==> config.mk <==
export PLATFORM = sky130hd
export DESIGN_NAME = rand_roller
export DESIGN_NICKNAME = d
export VERILOG_FILES = /design/src/rtl/rand_roller_pkg.sv /design/src/rtl/rand_lfsr.sv /design/src/rtl/rand_roller.sv
export SDC_FILE = /design/constraint.sdc
export NUM_CORES = 1
export LEC_CHECK = 0
export ABC_AREA = 1
export BUFFER_PORTS_ARGS = -buffer_cell sky130_fd_sc_hd__buf_4
export CORE_UTILIZATION = 29
export DETAILED_ROUTE_END_ITERATION = 12
export PLACE_DENSITY = 0.51
export SETUP_SLACK_MARGIN = 0.5
export SLEW_MARGIN = 5
export SYNTH_ARGS = -nofsm -noshare
export SYNTH_HDL_FRONTEND = slang
export SYNTH_SLANG_ARGS = --single-unit
==> constraint.sdc <==
create_clock -name i_clk -period 5.1 [get_ports i_clk]
set_input_delay 0.765 -clock i_clk [delete_from_list [all_inputs] [get_ports i_clk]]
set_output_delay 0.765 -clock i_clk [all_outputs]
set_load 0.1 [all_outputs]
==> src/rtl/rand_roller_pkg.sv <==
// rand_roller_pkg: shared state type, default parameters and default Galois tap masks
// for the rand_roller dice-style random number roller.
package rand_roller_pkg;

  typedef enum logic {
    IDLE = 1'b0,
    ROLL = 1'b1
  } roll_state_e;

  localparam logic [3:0]  TAPS_W4  = 4'hC;
  localparam logic [7:0]  TAPS_W8  = 8'hB8;
  localparam logic [15:0] TAPS_W16 = 16'hB400;

  localparam int DEF_OUT_W          = 4;
  localparam int DEF_LFSR_W         = 16;
  localparam int DEF_START_INTERVAL = 2048;
  localparam int DEF_STEPS          = 19;
  localparam int DEF_HIST_DEPTH     = 4;

  // Width of the step-interval register and cycle counter; doubling saturates here.
  localparam int INTERVAL_W = 16;

  // Tap mask for the common widths; LFSR_W is limited to 32 bits.
  function automatic logic [31:0] default_taps(input int lfsr_w);
    case (lfsr_w)
      4:       return 32'(TAPS_W4);
      8:       return 32'(TAPS_W8);
      default: return 32'(TAPS_W16);
    endcase
  endfunction

endpackage

==> src/rtl/rand_lfsr.sv <==
// rand_lfsr: Galois LFSR that loads a seed (zero mapped to 1) while load is high
// and advances one position on each cycle that step is high.
module rand_lfsr
  import rand_roller_pkg::*;
#(
  parameter int                LFSR_W = DEF_LFSR_W,
  parameter logic [LFSR_W-1:0] TAPS   = LFSR_W'(default_taps(LFSR_W))
) (
  input  logic              i_clk,
  input  logic              load,
  input  logic [LFSR_W-1:0] seed,
  input  logic              step,
  output logic [LFSR_W-1:0] state
);

  logic [LFSR_W-1:0] state_q, state_d;

  // NOTE: every always_comb output gets a default first so no path can infer a latch.
  always_comb begin
    state_d = state_q;
    if (load) begin
      state_d = (seed == '0) ? LFSR_W'(1) : seed;
    end else if (step) begin
      state_d = (state_q >> 1) ^ (state_q[0] ? TAPS : '0);
    end
  end

  // Deliberately no reset: the seed is loaded on each clock while the roller is held
  // in reset, so the clock must run and i_seed must be stable during reset.
  // NOTE: sequential state is assigned with <= so every flop samples pre-edge values.
  always_ff @(posedge i_clk) begin
    state_q <= state_d;
  end

  assign state = state_q;

endmodule

==> src/rtl/rand_roller.sv <==
// rand_roller: LFSR dice roller whose step interval doubles until it settles on a result.
// Define RAND_ROLLER_TRACE_EN to add a result history that i_trace walks through.
module rand_roller
  import rand_roller_pkg::*;
#(
  parameter int                OUT_W          = DEF_OUT_W,
  parameter int                LFSR_W         = DEF_LFSR_W,
  parameter logic [LFSR_W-1:0] TAPS           = LFSR_W'(default_taps(LFSR_W)),
  parameter int                START_INTERVAL = DEF_START_INTERVAL,
  parameter int                STEPS          = DEF_STEPS,
  parameter int                HIST_DEPTH     = DEF_HIST_DEPTH
) (
  input  logic                          i_clk,
  input  logic                          i_rst_n,
  input  logic                          i_start,
  input  logic                          i_trace,
  input  logic [LFSR_W-1:0]             i_seed,
  output logic [OUT_W-1:0]              o_random_out,
  output logic                          o_busy,
  output logic                          o_done,
  output logic [$clog2(HIST_DEPTH)-1:0] o_hist_idx
);

  localparam int IW    = INTERVAL_W;
  localparam int SW    = $clog2(STEPS + 1);
  localparam int IDX_W = $clog2(HIST_DEPTH);

  roll_state_e       state_q, state_d;
  logic [IW-1:0]     cnt_q, cnt_d;
  logic [IW-1:0]     ival_q, ival_d;
  logic [SW-1:0]     steps_q, steps_d;
  logic [OUT_W-1:0]  out_q, out_d;
  logic              done_q, done_d;
  logic [IDX_W-1:0]  idx_q, idx_d;

  logic              lfsr_load;
  logic              lfsr_step;
  logic [LFSR_W-1:0] lfsr_state;
  logic [OUT_W-1:0]  step_val;
  logic              step_hit;
  logic              last_step;

  assign lfsr_load = ~i_rst_n;

  rand_lfsr #(
    .LFSR_W (LFSR_W),
    .TAPS   (TAPS)
  ) u_lfsr (
    .i_clk (i_clk),
    .load  (lfsr_load),
    .seed  (i_seed),
    .step  (lfsr_step),
    .state (lfsr_state)
  );

  // Low bits of the value the LFSR takes on this step.
  assign step_val  = OUT_W'(lfsr_state >> 1) ^ (lfsr_state[0] ? TAPS[OUT_W-1:0] : '0);
  assign step_hit  = (cnt_q == ival_q - IW'(1));
  assign last_step = step_hit && (steps_q == SW'(STEPS - 1));

`ifdef RAND_ROLLER_TRACE_EN
  localparam int VW = $clog2(HIST_DEPTH + 1);

  logic [OUT_W-1:0] hist_q [HIST_DEPTH];
  logic [VW-1:0]    valid_q, valid_d;
  logic [IDX_W-1:0] trace_idx;

  assign trace_idx = (VW'(idx_q) + VW'(1) >= valid_q) ? '0 : idx_q + IDX_W'(1);

  always_comb begin
    valid_d = valid_q;
    if (done_d && valid_q != VW'(HIST_DEPTH)) valid_d = valid_q + VW'(1);
  end

  // NOTE: history storage is not reset; valid_q alone decides which entries are meaningful.
  always_ff @(posedge i_clk) begin
    if (done_d) begin
      hist_q[0] <= out_d;
      for (int i = 1; i < HIST_DEPTH; i++) hist_q[i] <= hist_q[i-1];
    end
  end

  always_ff @(posedge i_clk or negedge i_rst_n) begin
    if (!i_rst_n) valid_q <= '0;
    else          valid_q <= valid_d;
  end
`else
  logic unused_trace;
  assign unused_trace = i_trace;
`endif

  always_comb begin
    state_d   = state_q;
    cnt_d     = cnt_q;
    ival_d    = ival_q;
    steps_d   = steps_q;
    out_d     = out_q;
    done_d    = 1'b0;
    idx_d     = idx_q;
    lfsr_step = 1'b0;
    case (state_q)
      IDLE: begin
        if (i_start) begin
          state_d = ROLL;
          cnt_d   = '0;
          steps_d = '0;
          ival_d  = IW'(START_INTERVAL);
          out_d   = lfsr_state[OUT_W-1:0];
          idx_d   = '0;
        end
`ifdef RAND_ROLLER_TRACE_EN
        else if (i_trace && valid_q >= VW'(2)) begin
          idx_d = trace_idx;
          out_d = hist_q[trace_idx];
        end
`endif
      end
      ROLL: begin
        // A final step landing with i_start still commits once; otherwise i_start stops at once.
        if (i_start && !last_step) begin
          state_d = IDLE;
          done_d  = 1'b1;
          idx_d   = '0;
        end else if (step_hit) begin
          lfsr_step = 1'b1;
          cnt_d     = '0;
          ival_d    = ival_q[IW-1] ? '1 : (ival_q << 1);
          steps_d   = steps_q + SW'(1);
          out_d     = step_val;
          if (last_step) begin
            state_d = IDLE;
            done_d  = 1'b1;
            idx_d   = '0;
          end
        end else begin
          cnt_d = cnt_q + IW'(1);
        end
      end
      default: state_d = IDLE;
    endcase
  end

  always_ff @(posedge i_clk or negedge i_rst_n) begin
    if (!i_rst_n) begin
      state_q <= IDLE;
      cnt_q   <= '0;
      ival_q  <= '0;
      steps_q <= '0;
      out_q   <= '0;
      done_q  <= 1'b0;
      idx_q   <= '0;
    end else begin
      state_q <= state_d;
      cnt_q   <= cnt_d;
      ival_q  <= ival_d;
      steps_q <= steps_d;
      out_q   <= out_d;
      done_q  <= done_d;
      idx_q   <= idx_d;
    end
  end

  assign o_random_out = out_q;
  assign o_busy       = (state_q == ROLL);
  assign o_done       = done_q;
  assign o_hist_idx   = idx_q;

endmodule

==> flow_metrics.tcl, run 1 <==
set metrics [dict create \
    cp_slowest_stage_delay_ns 0.63 \
    finalSetupTns_ns 0 \
    finalHoldViolations 0 \
    grt_first_pass_wirelength_um 17800 \
    via_per_inst 4.757 \
    drt_iter0_drc 243 \
    wl_per_cell_um 13.15 \
    portBuffers 24 \
    finClkSkew_ns 0.005312 \
    synthFlopType "dfrtp_1" \
    cts.sinks 59 \
    h-tree-depth 3 \
    min_period_ns 3.274 \
    cts_resized 0 \
    drtPass1Iterations 5 \
    antenna_found_initial 0 \
    p_leak_nw 2.497 \
    postCtsHoldBufs 0 \
    drt-total-wl_um 10450 \
    cp_common_cell "nor2_1" \
    core.rowCount 43 \
    setup_viol 0 \
    ys_types 36 \
    pin_count 28 \
    grt_pass1_vias 3690 \
    fin_crit_sh 0.6420 \
    cp.required_ns 5.06 \
    hpwl_um 7579 \
    dr_total_vias 3777 \
    clock_tree.root_cell "clkbuf_16" \
    syn_to_final_growth_pct 15.20 \
    syn_area_mm2 0.004090 \
    syn-instance-count 593 \
    die_w_um 120.8 \
    irDropWorstVdd_v 0.0002437 \
    rsz0062_at_grt "false" \
    layout-drive-gt1-share 0.1042 \
    cp_max_fo 28 \
    hold_path.class "input pin to async pin" \
    cts_buffer_depth 2 \
    p_total_mw 1.423 \
    status "complete, no violations" \
    startpoint_type "flip-flop" \
    grt_max_degree 61 \
    cts_made_buffers 9 \
    worst_setup_path_end_kind "flip-flop" \
    max_clock_freq_ghz 0.3054 \
    path_clk_slew_ns 0.05 \
    crit_chain "inv_2, ha_1, inv_1, nor2_1, nand2_1, nor2_2, nor2_1, nor2_1, nand2_1, nor2_1, nand3_1, nor2_4, o211ai_4, nand2_1" \
    die_area_mm2 0.01458 \
    grt_overflow 0 \
    ys_seq_area_frac 0.3805 \
    slew_viol_final 0 \
    yosys_warnings 0 \
    worst_slew_pin_slew_ns 0.9263 \
    path_class "flip-flop to flip-flop" \
    die_y_um 120.8 \
    ys_seq_elements 59 \
    p_per_area_mw_per_mm2 302.1 \
    final_nets 633 \
    insertion_delay_ns 0.32 \
    core_area_mm2 0.01383 \
    whs_ns 0.4882 \
    n_antenna_cell 0 \
    route.detailed.drc 0 \
    synth_edf_count 16 \
    setup_slack_ns 1.826 \
    cts_tree "built" \
    maxSlewHeadroom 0.3810 \
    initial_core_util 0.2958 \
    slowest_stage "nand2_1" \
    synthArstFlopShare 0.7288 \
    utilization 0.3408 \
    cts_setup_buffers 0 \
    cp.arrival_ns 3.23 \
    gp_congestion 0.8916 \
    max_cap_violations 0 \
    syn_avg_cell_area_um2 6.897 \
    drtAntennaViolNets 0 \
    grt.total_usage 0.1545 \
    place_ws_ns 1.779 \
]
[layout make-up]
class / instances / area [µm²]
well taps: 180 / 225.2
flip-flops and latches: 59 / 1556
fillers: 1468 / 9115
clock inverters: 6 / 80.08
inverters: 53 / 200.2
multi-input cells: 461 / 2233
clock buffers: 10 / 229.0
repair buffers: 25 / 187.7
[cell usage in the layout, fill, tap and decap left out, drive strengths merged, types with 12 or more instances in the layout]
cell type	n
dfrtp	43
buf	25
xor2	18
nand4	22
nand2	232
o21ai	12
nor2	69
inv	51
nand3	62
edfxtp	16
[worst max-delay path: cells and delay by family (launching register included)]
kind	cells	cell delay [ns]
compound gates	1	0.33
fa+ha+maj	1	0.22
buf+inv	2	0.22
flops	1	0.41
simple gates	10	1.74
[report_power, final]
group / internal, mW / switching [mW]
logic: 0.0631 / 0.188
clock network: 0.423 / 0.212
registers: 0.515 / 0.0224
[through the flow]
stage,std cells,cell area (µm²)
4_1_cts,794,4712
2_1_floorplan,594,4094
3_3_place_gp,778,4403
5_1_grt,794,4712
3_5_place_dp,778,4403
6_report,794,4712
[worst paths after layout]
path | start | to | slack, ns | cells past startpoint
setup / recovery | ival_q[0] | u_lfsr.state[5] | 1.83 | 14
hold / removal | i_rst_n | ival_q[6] | 0.49 | 1
setup reg to reg | ival_q[0] | u_lfsr.state[5] | 1.83 | 14
hold reg to reg | o_random_out[0] | o_random_out[0] | 0.52 | 2
max in group asynchronous | i_rst_n | cnt_q[14] | 4.08 | 1
min in group i_clk | o_random_out[0] | o_random_out[0] | 0.52 | 2
[routing by layer]
metal  vias up  track usage  share of wire
met5         -            0              0
met4         0      0.04784          0.010
met3         9      0.02453          0.038
met2        71       0.2532           0.46
met1      1766       0.2079           0.49
li1       1931            -              -
[cell families after synthesis]
group	count (synthesis)	synth area share
other cells	1	0.0009168
flops	59	0.3805
simple gates	406	0.4362
xor+xnor	29	0.06210
compound gates	20	0.03365
fa+ha+maj	4	0.01224
buf+inv	74	0.07433
[Yosys cell counts, drive strengths merged, types with 9 or more instances]
cell type | instances | area share
nand2 | 232 | 0.22
o21ai | 12 | 0.015
xor2 | 18 | 0.039
xnor2 | 11 | 0.024
dfrtp | 43 | 0.26
buf | 9 | 0.014
nand3 | 62 | 0.076
clkbuf | 12 | 0.011
nor2 | 69 | 0.079
inv | 51 | 0.047
nand4 | 22 | 0.034
edfxtp | 16 | 0.12
[sequential cells by signal, summed over array words and instances, names as in the netlist]
name / count
cnt_q: 16
u_lfsr.state: 16
o_random_out: 4
o_busy: 1
o_done: 1
steps_q: 5
ival_q: 16
Power figures use the tool's default switching activity.
==> run 2, diff against run 1 <==
- ABC_AREA: 1 -> 0
- PLACE_DENSITY: 0.51 -> 0.53
- clock period: 5.1 -> 2.8 ns (I/O delays scaled with it)
==> flow_metrics.tcl, run 2 <==
set metrics [dict create \
    cts_made_buffers 9 \
    p_int_mw 1.967 \
    drtAntennaViolNets 0 \
    die_y_um 110.4 \
    layout-drive-gt1-share 0.4263 \
    setup_slack_ns -0.3898 \
    max_cap_violations 0 \
    grt.total_usage 0.1597 \
    pin_count 28 \
    startpoint_type "flip-flop" \
    cp_max_fo 4 \
    gp_congestion 0.7731 \
    die_area_mm2 0.01218 \
    synthFlopType "dfrtp_1" \
    multi_input_area_mm2 0.002062 \
    utilization 0.4396 \
    ys_seq_area_frac 0.4572 \
    initial_core_util 0.2982 \
    via_per_inst 5.024 \
    syn_avg_cell_area_um2 9.699 \
    worstRegToRegCells 10 \
    synth_top_area_frac 0.3161 \
    path_class "flip-flop to flip-flop" \
    yosys_warnings 0 \
    maxSlewHeadroom 0.4331 \
    cts_tree "built" \
    fillers 1077 \
    final_common_cell "buf_4" \
    die_w_um 110.4 \
    dr_total_vias 2899 \
    status "finished with violations" \
    placed_cells 537 \
    wl_per_cell_um 15.83 \
    route.detailed.drc 0 \
    final_nets 453 \
    synthArstFlopShare 0.7288 \
    seq_area_mm2 0.001556 \
    violations "negative setup slack" \
    core.rowCount 39 \
    ys_top_cells_by_area "dfrtp_1, edfxtp_1, a21oi_1, mux2_2, mux2i_1" \
    pwr-share-clk 0.477 \
    stdcell_count 577 \
    combPwrFrac 0.159 \
    clock_tree.root_cell "clkbuf_16" \
    drt-total-wl_um 9134 \
    synth_common_cells "dfrtp_1, a21oi_1, nand2_1" \
    p_switching_uw 716.3 \
    whs_ns 0.1967 \
    final_cell_mix "buf_4, dfrtp_1, nor2_1" \
    syn_to_final_growth_pct 47.45 \
    min_period_ns 3.190 \
    place_ws_ns -0.3716 \
    ys_seq_elements 59 \
    h-tree-depth 3 \
    ys_types 54 \
    path_clk_slew_ns 0.05 \
    synth_edf_count 16 \
    syn-instance-count 351 \
    switching_share 0.2670 \
    grt_max_degree 66 \
    hpwl_um 5688 \
    finClkSkew_ns 0.005894 \
    drtPass1Iterations 4 \
    worst_setup_path_end_kind "flip-flop" \
    core_area_mm2 0.01142 \
    rsz0062_at_grt "true" \
    fin_crit_sh 1.139 \
    drt_iter0_drc 120 \
    insertion_delay_ns 0.33 \
    synth_largest_area_cell "dfrtp_1" \
    worst_slew_pin_slew_ns 0.8503 \
    setup_viol 59 \
    yosysMostFrequentCell "dfrtp_1" \
    irDropWorstVdd_v 0.0004024 \
    p_leak_nw 2.194 \
    grt_first_pass_wirelength_um 14670 \
    hold_path.class "input pin to async pin" \
    p_per_area_mw_per_mm2 534.5 \
    cts.sinks 59 \
    finalHoldViolations 0 \
    slew_viol_final 0 \
    grt_overflow 0 \
    cts_buffer_depth 2 \
    p_seq_frac 0.364 \
    cp.arrival_ns 3.44 \
    portBuffers 24 \
    grt_pass1_vias 2911 \
    n_antenna_cell 0 \
    max_clock_freq_ghz 0.3135 \
    antenna_found_initial 0 \
    syn_area_mm2 0.003405 \
    cp.required_ns 3.06 \
    p_total_mw 2.683 \
]
run 2: power by group through the flow:
| stage | Combinational, mW | Clock (mW) | Sequential [mW] |
|---|---|---|---|
| floorplan | 0.145 | 0 | 1.11 |
| global placement | 0.379 | 0 | 0.987 |
| detailed placement | 0.381 | 0 | 0.988 |
| CTS | 0.400 | 1.30 | 0.975 |
| global route | 0.452 | 1.34 | 0.982 |
| finish | 0.426 | 1.28 | 0.977 |
run 2: per-layer routing:
| layer | global-route usage | share of wire | up-vias | wire length (µm) |
|---|---|---|---|---|
| met5 | 0 | 0 | - | 0 |
| met4 | 0.06203 | 0.015 | 0 | 133 |
| met3 | 0.03821 | 0.031 | 9 | 287 |
| met1 | 0.1987 | 0.47 | 1419 | 4251 |
| met2 | 0.2666 | 0.49 | 41 | 4461 |
| li1 | - | - | 1430 | - |
run 2: area by class of cell:
class | instances | area share
Multi-Input combinational cell | 262 | 0.4108
Timing Repair Buffer | 85 | 0.1660
Sequential cell | 59 | 0.3101
Clock inverter | 4 | 0.01944
Inverter | 12 | 0.008973
Tap cell | 143 | 0.03564
Clock buffer | 12 | 0.04910
run 2: what timing repair did:
action / in CTS / in global routing
hold endpoints to repair: 0 / 0
pin swaps: 8 / 12
buffers inserted: 9 / 6
hold buffers: 0 / 0
gates resized for setup: 37 / 33
endpoints found under the setup margin: 59 / 59
gates cloned: 4 / 5
run 2: worst max-delay path, stage by stage, from the launching register on:
cell,delay (ns)
dfrtp_1,0.42
inv_2,0.09
ha_4,0.13
or3b_4,0.37
or4_1,0.51
a211o_1,0.27
and3_4,0.16
or4_4,0.45
and2_4,0.17
or4_4,0.41
a21boi_2,0.15
run 2: cells by family (layout without fill, tap and decap cells):
family                   count (synthesis)  in the layout  share of synthesized area
AND/OR/NAND/NOR                        132            134                     0.2076
multiplexers                            27             27                    0.08453
other                                    1              2                   0.001101
buffers and inverters                   33            113                    0.04446
flip-flops                              59             59                     0.4572
XOR/XNOR                                25             25                    0.06431
adder cells (fa/ha/maj)                  4              4                    0.01470
AO/OA/AOI/OAI                           70             70                     0.1261
run 2: worst paths after layout:
kind                            start               end  slack, ns
setup / recovery            ival_q[1]         cnt_q[12]      -0.39
hold / removal                i_rst_n          cnt_q[5]       0.20
hold reg to reg            steps_q[4]        steps_q[4]       0.49
max in group asynchronous     i_rst_n        ival_q[11]       2.04
setup reg to reg            ival_q[1]         cnt_q[12]      -0.39
min in group i_clk         i_seed[14]  u_lfsr.state[14]       0.40
run 2: per-stage QoR:
stage               setup TNS, ns  cell area, µm²
floorplan                  -10.35            3553
global placement           -10.34            4083
detailed placement         -13.39            4083
CTS                        -18.33            4727
global route               -23.64            5020
finish                     -14.86            5020
